<file path="src/rtl/ir_pkg.sv">
// ============================================================================
// ir_pkg : shared widths, hysteresis default and detector state encoding
// Revision: 1.0
// ============================================================================
`default_nettype none

package ir_pkg;

  localparam int IR_DATA_W   = 20;
  localparam int IR_PERIOD_W = 12;
  localparam int IR_HYST     = 256;

  typedef enum logic [1:0] {
    ST_SETTLE   = 2'd0,
    ST_SEEK_MAX = 2'd1,
    ST_SEEK_MIN = 2'd2
  } ir_state_t;

endpackage

`default_nettype wire

</file>
<file path="src/rtl/ir_period_avg.sv">
// ============================================================================
// ir_period_avg : 4-beat running mean of the period, one cycle of added latency
// Revision: 1.0
// ============================================================================
`default_nettype none

module ir_period_avg
  import ir_pkg::*;
#(
  parameter int DATA_W   = IR_DATA_W,
  parameter int PERIOD_W = IR_PERIOD_W
) (
  input  logic                clk,
  input  logic                rst_n,
  input  logic                i_clear,
  input  logic                i_valid,
  input  logic [PERIOD_W-1:0] i_period,
  input  logic [DATA_W-1:0]   i_amp,
  output logic                o_valid,
  output logic [PERIOD_W-1:0] o_period,
  output logic [DATA_W-1:0]   o_amp
);

  // The three previous periods; the fourth term of the mean is the incoming one.
  logic [PERIOD_W-1:0] r_hist [3];
  logic                r_primed;
  logic                r_valid;
  logic [PERIOD_W-1:0] r_period;
  logic [DATA_W-1:0]   r_amp;
  logic [PERIOD_W+1:0] w_sum;

  always_comb begin
    w_sum = {i_period, 2'b00};
    if (r_primed) begin
      w_sum = {2'b00, r_hist[0]} + {2'b00, r_hist[1]} + {2'b00, r_hist[2]} + {2'b00, i_period};
    end
  end

  always_ff @(posedge clk or negedge rst_n) begin
    if (!rst_n) begin
      for (int i = 0; i < 3; i++) r_hist[i] <= '0;
      r_primed <= 1'b0;
      r_valid  <= 1'b0;
      r_period <= '0;
      r_amp    <= '0;
    end else begin
      r_valid <= i_valid;
      if (i_clear) r_primed <= 1'b0;
      if (i_valid) begin
        r_hist[0] <= i_period;
        r_hist[1] <= r_primed ? r_hist[0] : i_period;
        r_hist[2] <= r_primed ? r_hist[1] : i_period;
        r_primed  <= 1'b1;
        r_period  <= w_sum[PERIOD_W+1:2];
        r_amp     <= i_amp;
      end
    end
  end

  assign o_valid  = r_valid;
  assign o_period = r_period;
  assign o_amp    = r_amp;

endmodule

`default_nettype wire

</file>
<file path="src/rtl/ir_peak_detector.sv">
// ============================================================================
// ir_peak_detector : hysteretic peak/trough tracker reporting beat period/amp.
// Build option IR_PEAK_AVG_EN: report the mean of the last 4 accepted periods.
// Revision: 1.0
// ============================================================================
`default_nettype none

module ir_peak_detector
  import ir_pkg::*;
#(
  parameter int DATA_W     = IR_DATA_W,
  parameter int PERIOD_W   = IR_PERIOD_W,
  parameter int SETTLE     = 21,
  parameter int HYST       = IR_HYST,
  parameter int MIN_PERIOD = 20,
  parameter int MAX_PERIOD = 4000
) (
  input  logic                CLK_Filter,
  input  logic                rst_n,
  input  logic                sample_valid,
  input  logic [DATA_W-1:0]   In_IR_Filtered,
  output logic                beat_valid,
  output logic [PERIOD_W-1:0] beat_period,
  output logic [DATA_W-1:0]   beat_amp,
  output logic                timeout
);

  localparam int                  SET_W      = $clog2(SETTLE + 1);
  localparam logic [SET_W-1:0]    C_SET_LAST = SET_W'(SETTLE - 1);
  localparam logic [PERIOD_W-1:0] C_MAXP     = PERIOD_W'(MAX_PERIOD);
  localparam logic [PERIOD_W-1:0] C_MINP     = PERIOD_W'(MIN_PERIOD);
  localparam logic [DATA_W:0]     C_HYST     = (DATA_W + 1)'(HYST);

  ir_state_t           r_state, w_state_nxt;
  logic [SET_W-1:0]    r_set_cnt;
  logic [DATA_W-1:0]   r_max, r_min, r_trough;
  logic [PERIOD_W-1:0] r_cnt, w_cnt_inc;
  logic                r_first, r_timeout;
  logic                r_bv;
  logic [PERIOD_W-1:0] r_bp;
  logic [DATA_W-1:0]   r_ba;
  logic                w_peak, w_trough, w_settle_done;
  logic [DATA_W:0]     w_samp_ext;

  assign w_samp_ext = {1'b0, In_IR_Filtered};
  assign w_cnt_inc  = (r_cnt == C_MAXP) ? r_cnt : r_cnt + 1'b1;

  always_ff @(posedge CLK_Filter or negedge rst_n) begin
    if (!rst_n) r_state <= ST_SETTLE;
    else        r_state <= w_state_nxt;
  end

  // Compares are one bit wider than the data so sample+HYST never wraps.
  always_comb begin
    w_state_nxt   = r_state;
    w_peak        = 1'b0;
    w_trough      = 1'b0;
    w_settle_done = 1'b0;
    if (sample_valid) begin
      case (r_state)
        ST_SETTLE: if (r_set_cnt == C_SET_LAST) begin
          w_settle_done = 1'b1;
          w_state_nxt   = ST_SEEK_MAX;
        end
        ST_SEEK_MAX: if (w_samp_ext + C_HYST <= {1'b0, r_max}) begin
          w_peak      = 1'b1;
          w_state_nxt = ST_SEEK_MIN;
        end
        ST_SEEK_MIN: if (w_samp_ext >= {1'b0, r_min} + C_HYST) begin
          w_trough    = 1'b1;
          w_state_nxt = ST_SEEK_MAX;
        end
        default: w_state_nxt = ST_SETTLE;
      endcase
    end
  end

  always_ff @(posedge CLK_Filter or negedge rst_n) begin
    if (!rst_n) begin
      r_set_cnt <= '0;
      r_max     <= '0;
      r_min     <= '0;
      r_trough  <= '0;
      r_cnt     <= '0;
      r_first   <= 1'b1;
      r_timeout <= 1'b0;
      r_bv      <= 1'b0;
      r_bp      <= '0;
      r_ba      <= '0;
    end else begin
      r_bv <= 1'b0;
      if (sample_valid) begin
        case (r_state)
          ST_SETTLE: begin
            r_set_cnt <= w_settle_done ? '0 : r_set_cnt + 1'b1;
            if (w_settle_done) begin
              r_max   <= In_IR_Filtered;
              r_first <= 1'b1;
              r_cnt   <= '0;
            end
          end
          ST_SEEK_MAX: begin
            if (In_IR_Filtered > r_max) r_max <= In_IR_Filtered;
            if (w_peak)                 r_min <= In_IR_Filtered;
          end
          ST_SEEK_MIN: begin
            if (In_IR_Filtered < r_min) r_min <= In_IR_Filtered;
            if (w_trough) begin
              r_trough <= r_min;
              r_max    <= In_IR_Filtered;
            end
          end
          default: ;
        endcase

        if (r_state != ST_SETTLE) begin
          if (w_peak) begin
            if (r_first) begin
              r_cnt     <= '0;
              r_first   <= 1'b0;
              r_timeout <= 1'b0;
            end else if (w_cnt_inc < C_MINP) begin
              r_cnt <= w_cnt_inc;
            end else begin
              r_bv  <= 1'b1;
              r_bp  <= w_cnt_inc;
              r_ba  <= r_max - r_trough;
              r_cnt <= '0;
            end
          end else begin
            r_cnt <= w_cnt_inc;
            if (w_cnt_inc == C_MAXP) begin
              r_timeout <= 1'b1;
              r_first   <= 1'b1;
            end
          end
        end
      end
    end
  end

  assign timeout = r_timeout;

`ifdef IR_PEAK_AVG_EN
  logic w_to_fire;
  assign w_to_fire = sample_valid && (r_state != ST_SETTLE) && !w_peak && (w_cnt_inc == C_MAXP);

  ir_period_avg #(
    .DATA_W   (DATA_W),
    .PERIOD_W (PERIOD_W)
  ) u_avg (
    .clk      (CLK_Filter),
    .rst_n    (rst_n),
    .i_clear  (w_to_fire),
    .i_valid  (r_bv),
    .i_period (r_bp),
    .i_amp    (r_ba),
    .o_valid  (beat_valid),
    .o_period (beat_period),
    .o_amp    (beat_amp)
  );
`else
  assign beat_valid  = r_bv;
  assign beat_period = r_bp;
  assign beat_amp    = r_ba;
`endif

endmodule

`default_nettype wire

</file>
<file path="config.mk">
export PLATFORM = sky130hd
export DESIGN_NAME = ir_peak_detector
export DESIGN_NICKNAME = d
export VERILOG_FILES = /design/src/rtl/ir_pkg.sv /design/src/rtl/ir_period_avg.sv /design/src/rtl/ir_peak_detector.sv
export SDC_FILE = /design/constraint.sdc
export NUM_CORES = 1
export LEC_CHECK = 0
export CAP_MARGIN = 20
export CORE_ASPECT_RATIO = 1.75
export CORE_MARGIN = 4
export CORE_UTILIZATION = 40
export DETAILED_ROUTE_END_ITERATION = 8
export PLACE_DENSITY = 0.62
export SKIP_CTS_REPAIR_TIMING = 1
export SLEW_MARGIN = 25
export SYNTH_ARGS = -nofsm -noshare
export SYNTH_HDL_FRONTEND = slang
export SYNTH_SLANG_ARGS = --single-unit
</file>
<file path="constraint.sdc">
create_clock -name CLK_Filter -period 9 [get_ports CLK_Filter]
set_input_delay 0.9 -clock CLK_Filter [delete_from_list [all_inputs] [get_ports CLK_Filter]]
set_output_delay 0.9 -clock CLK_Filter [all_outputs]
set_load 0.01 [all_outputs]
</file>
==> flow_summary.ini <==
[run_status]
status = completed

[pwr]
p_seq_frac = 0.275
comb_power_share = 0.503
power_mw = 3.27
p_leak_nw = 4.22
power_frac_clock = 0.222
swShare = 0.393
power.switching_mw = 1.29
ir_drop_mv = 0.146
power_density_nw_per_um2 = 357
power.internal_mw = 1.99

[global_routing]
grt_usage = 0.182
grt_pass1_vias = 6174
grt_pass1_wl_um = 31000
grt_overflow = 0
grt_max_degree = 69
antenna_found_initial = 0

[critical_path]
regToRegSetupSlack_ns = 4.85
worst_ep_arrival_time_ns = 5.35
rr_startpoint = r_min[10]$_DFFE_PN0P_
path_delay_family = simple AND/OR/NAND/NOR gates
cp_num_buf_inv = 2
endpoint_kind = register
critPathMaxFanout = 50
cp_slowest_cell = clkdlybuf4s50_1
slowest_delay_ns = 0.72
crit_path_start_kind = input pin
critical_path_class = in -> reg
worstReg2RegEnd = r_trough[0]$_DFFE_PN0P_
worstPathRequired_ns = 9.29
r2r_cells = 15
path_cells = clkdlybuf4s50_1, and4_1, and3_4, and3_1, nand4_1, xnor2_1, ha_1, nand3_1, inv_1, a221oi_1, a21oi_1, nor3_4, nand3_2, a221o_1, o32a_1

[detailed_routing]
routed_wl_um = 18800
viasPerCell = 5.45
via_count = 6040
routedWlPerCell_um = 16.9
initialDrtViolationCount = 280
antenna_left = 0
dr.pass1.iters = 4
drc = 0

[placed_design]
dp_worst_setup_slack_ns = 3.45
io_buffers = 56
gp_congestion = 0.907
dp_cells = 1076
hpwlAfterDp_um = 14600

[synthesis]
synth_cell_type_count = 65
ys.flop_type = dfrtp_1
synth-seq-cells = 114
syn_nets = 910
syn_avg_cell_area_sq_um = 9.74
synth_edf_count = 0
netlist_area_sq_um = 7760
yosysSeqAreaShare = 0.368
netlist_instances = 797
ys_warn_count = 0
async_reset_ff_frac = 1.00

[die]
pin_count = 57
dieWidth_um = 113
coreArea_sq_um = 19100
placementRows = 67
fp.dieH_um = 192
dieArea_sq_um = 21800
start_util = 0.406

[job]
maxCapViolations = 0

[sta]
setup_slack_ns = 3.94
tns_ns = 0
fin_worst_skew_ns = 0.00908
relSlewSlack = 0.296
fin_crit_ns = 5.06
finalCritPeriodShare = 0.562
final_hold_viol_count = 0
holdWs_ns = 0.476
finalSetupViolCount = 0
worst_pin_slew_ns = 1.06
clock.fmax_ghz = 0.198
final_max_slew_viol_count = 0
rsz0062_at_grt = false

[hold_path]
worstHoldStart = beat_amp[8]$_DFFE_PN0P_
hold_path_class = reg -> reg
holdPathStages = 2
hold_path_end = beat_amp[8]$_DFFE_PN0P_

[final_layout]
syn_to_final_growth_pct = 18.1
drive_gt1_frac = 0.114
diodes = 0
most-common-layout-cells = 113 x dfrtp_1, 89 x ha_1, 78 x inv_1
final_common_cell = dfrtp_1
finalNetCount = 967
layout.cells.non_filler = 1108

[clocking]
cts_buffer_depth = 2
cts.clk_slew.worst_paths_ns = 0.05
cts_root_buf = clkbuf_16
cts_tree = yes
cts-htree-levels = 4
cts.sinks = 114
cts_made_buffers = 17
insertion_delay_ns = 0.42
-- how the worst max path moves through the flow --
stage	endpoint	depth (start not counted)	startpoint	slack (ns)
detailed placement	beat_amp[19]$_DFFE_PN0P_	15	In_IR_Filtered[10]	3.45
floorplan	r_min[10]$_DFFE_PN0P_	15	In_IR_Filtered[10]	5.40
global placement	beat_period[3]$_DFFE_PN0P_	15	In_IR_Filtered[10]	3.59
global route	beat_amp[19]$_DFFE_PN0P_	15	In_IR_Filtered[10]	3.40
CTS	beat_amp[19]$_DFFE_PN0P_	15	In_IR_Filtered[10]	3.90
finish	beat_amp[19]$_DFFE_PN0P_	15	In_IR_Filtered[10]	3.94
-- flip-flops by register name, summed over array words and instances (netlist names), 2 cells and up --
signal	cells
beat_amp	20
beat_period	12
r_cnt	12
r_max	20
r_min	20
r_set_cnt	5
r_state	2
r_trough	20
-- cells in the mapped netlist (2+ instances only) --
cell,instances,area [sq um]
dfrtp_1,113,2830
ha_1,89,1110
inv_1,78,293
nand2_1,67,251
mux2_2,49,552
o21ai_0,46,230
a21oi_1,39,195
xnor2_1,32,280
nor2_1,27,101
mux2i_1,26,260
nand3_1,26,130
a21o_1,16,120
buf_2,14,70.1
nand4_1,14,87.6
o31ai_1,14,105
nor2b_1,11,68.8
nor3_1,10,50.1
o21a_1,10,75.1
xor2_1,10,87.6
a211oi_1,8,60.1
and3_1,8,50.1
nand2b_1,8,50.1
and4_1,6,52.6
a22o_1,5,43.8
nor4_1,5,31.3
o211ai_1,5,37.5
a21boi_0,4,30.0
a31oi_1,4,25.0
and2_1,4,25.0
buf_4,3,22.5
clkbuf_1,3,11.3
o31a_1,3,26.3
or3_1,3,18.8
a221oi_1,2,17.5
and4b_1,2,20.0
nand4b_1,2,17.5
o22ai_1,2,12.5
or2_2,2,12.5
-- cell type report --
cell class	instances	area (sq um)
Tap cell	241	302
Timing Repair Buffer	60	588
Inverter	79	297
Fill cell	1851	9940
Sequential cell	114	2850
Multi-Input combinational cell	582	4500
Clock inverter	9	153
Clock buffer	23	478
-- worst register-to-register path, cell delays in order (launching register included) --
cell and delay [ns]:
dfrtp_1 0.42, inv_1 0.12, nor3_1 0.22, and3_1 0.25, and2_1 0.22, nand2_1 0.09, xnor2_1 0.13, ha_1 0.29
nand4_1 0.22, a2111oi_0 0.47, o41ai_1 0.26, nand3_1 0.20, nand2_1 0.08, nor2_2 0.36, buf_4 0.34, mux2_2 0.37
-- kinds of logic (layout without fill, tap and decap cells) --
logic type | after synthesis | after routing | share of synthesized area
flops | 114 | 114 | 0.368
buf+inv | 101 | 171 | 0.0535
xor+xnor | 43 | 43 | 0.0495
simple gates | 204 | 204 | 0.138
compound gates | 170 | 170 | 0.141
mux | 75 | 75 | 0.105
fa+ha+maj | 90 | 90 | 0.146
-- metal layers --
layer,global-route usage,wire [um]
met5,0,0
met4,0.0782,674
met3,0.0320,415
met2,0.341,10200
met1,0.199,7480
-- power by group through the flow --
stage	sequential, mW	clock [mW]	combinational [mW]
floorplan	0.866	0	1.20
global placement	0.903	0	1.63
detailed placement	0.908	0	1.65
CTS	0.902	0.736	1.67
global route	0.935	0.764	1.86
finish	0.900	0.726	1.65
-- per-stage QoR --
step                 util  cell area [sq um]
global route        0.480               9170
detailed placement  0.447               8540
floorplan               -               7760
global placement    0.447               8540
finish              0.480               9170
CTS                 0.480               9170
Note: power is estimated with default switching activity, not from simulation.
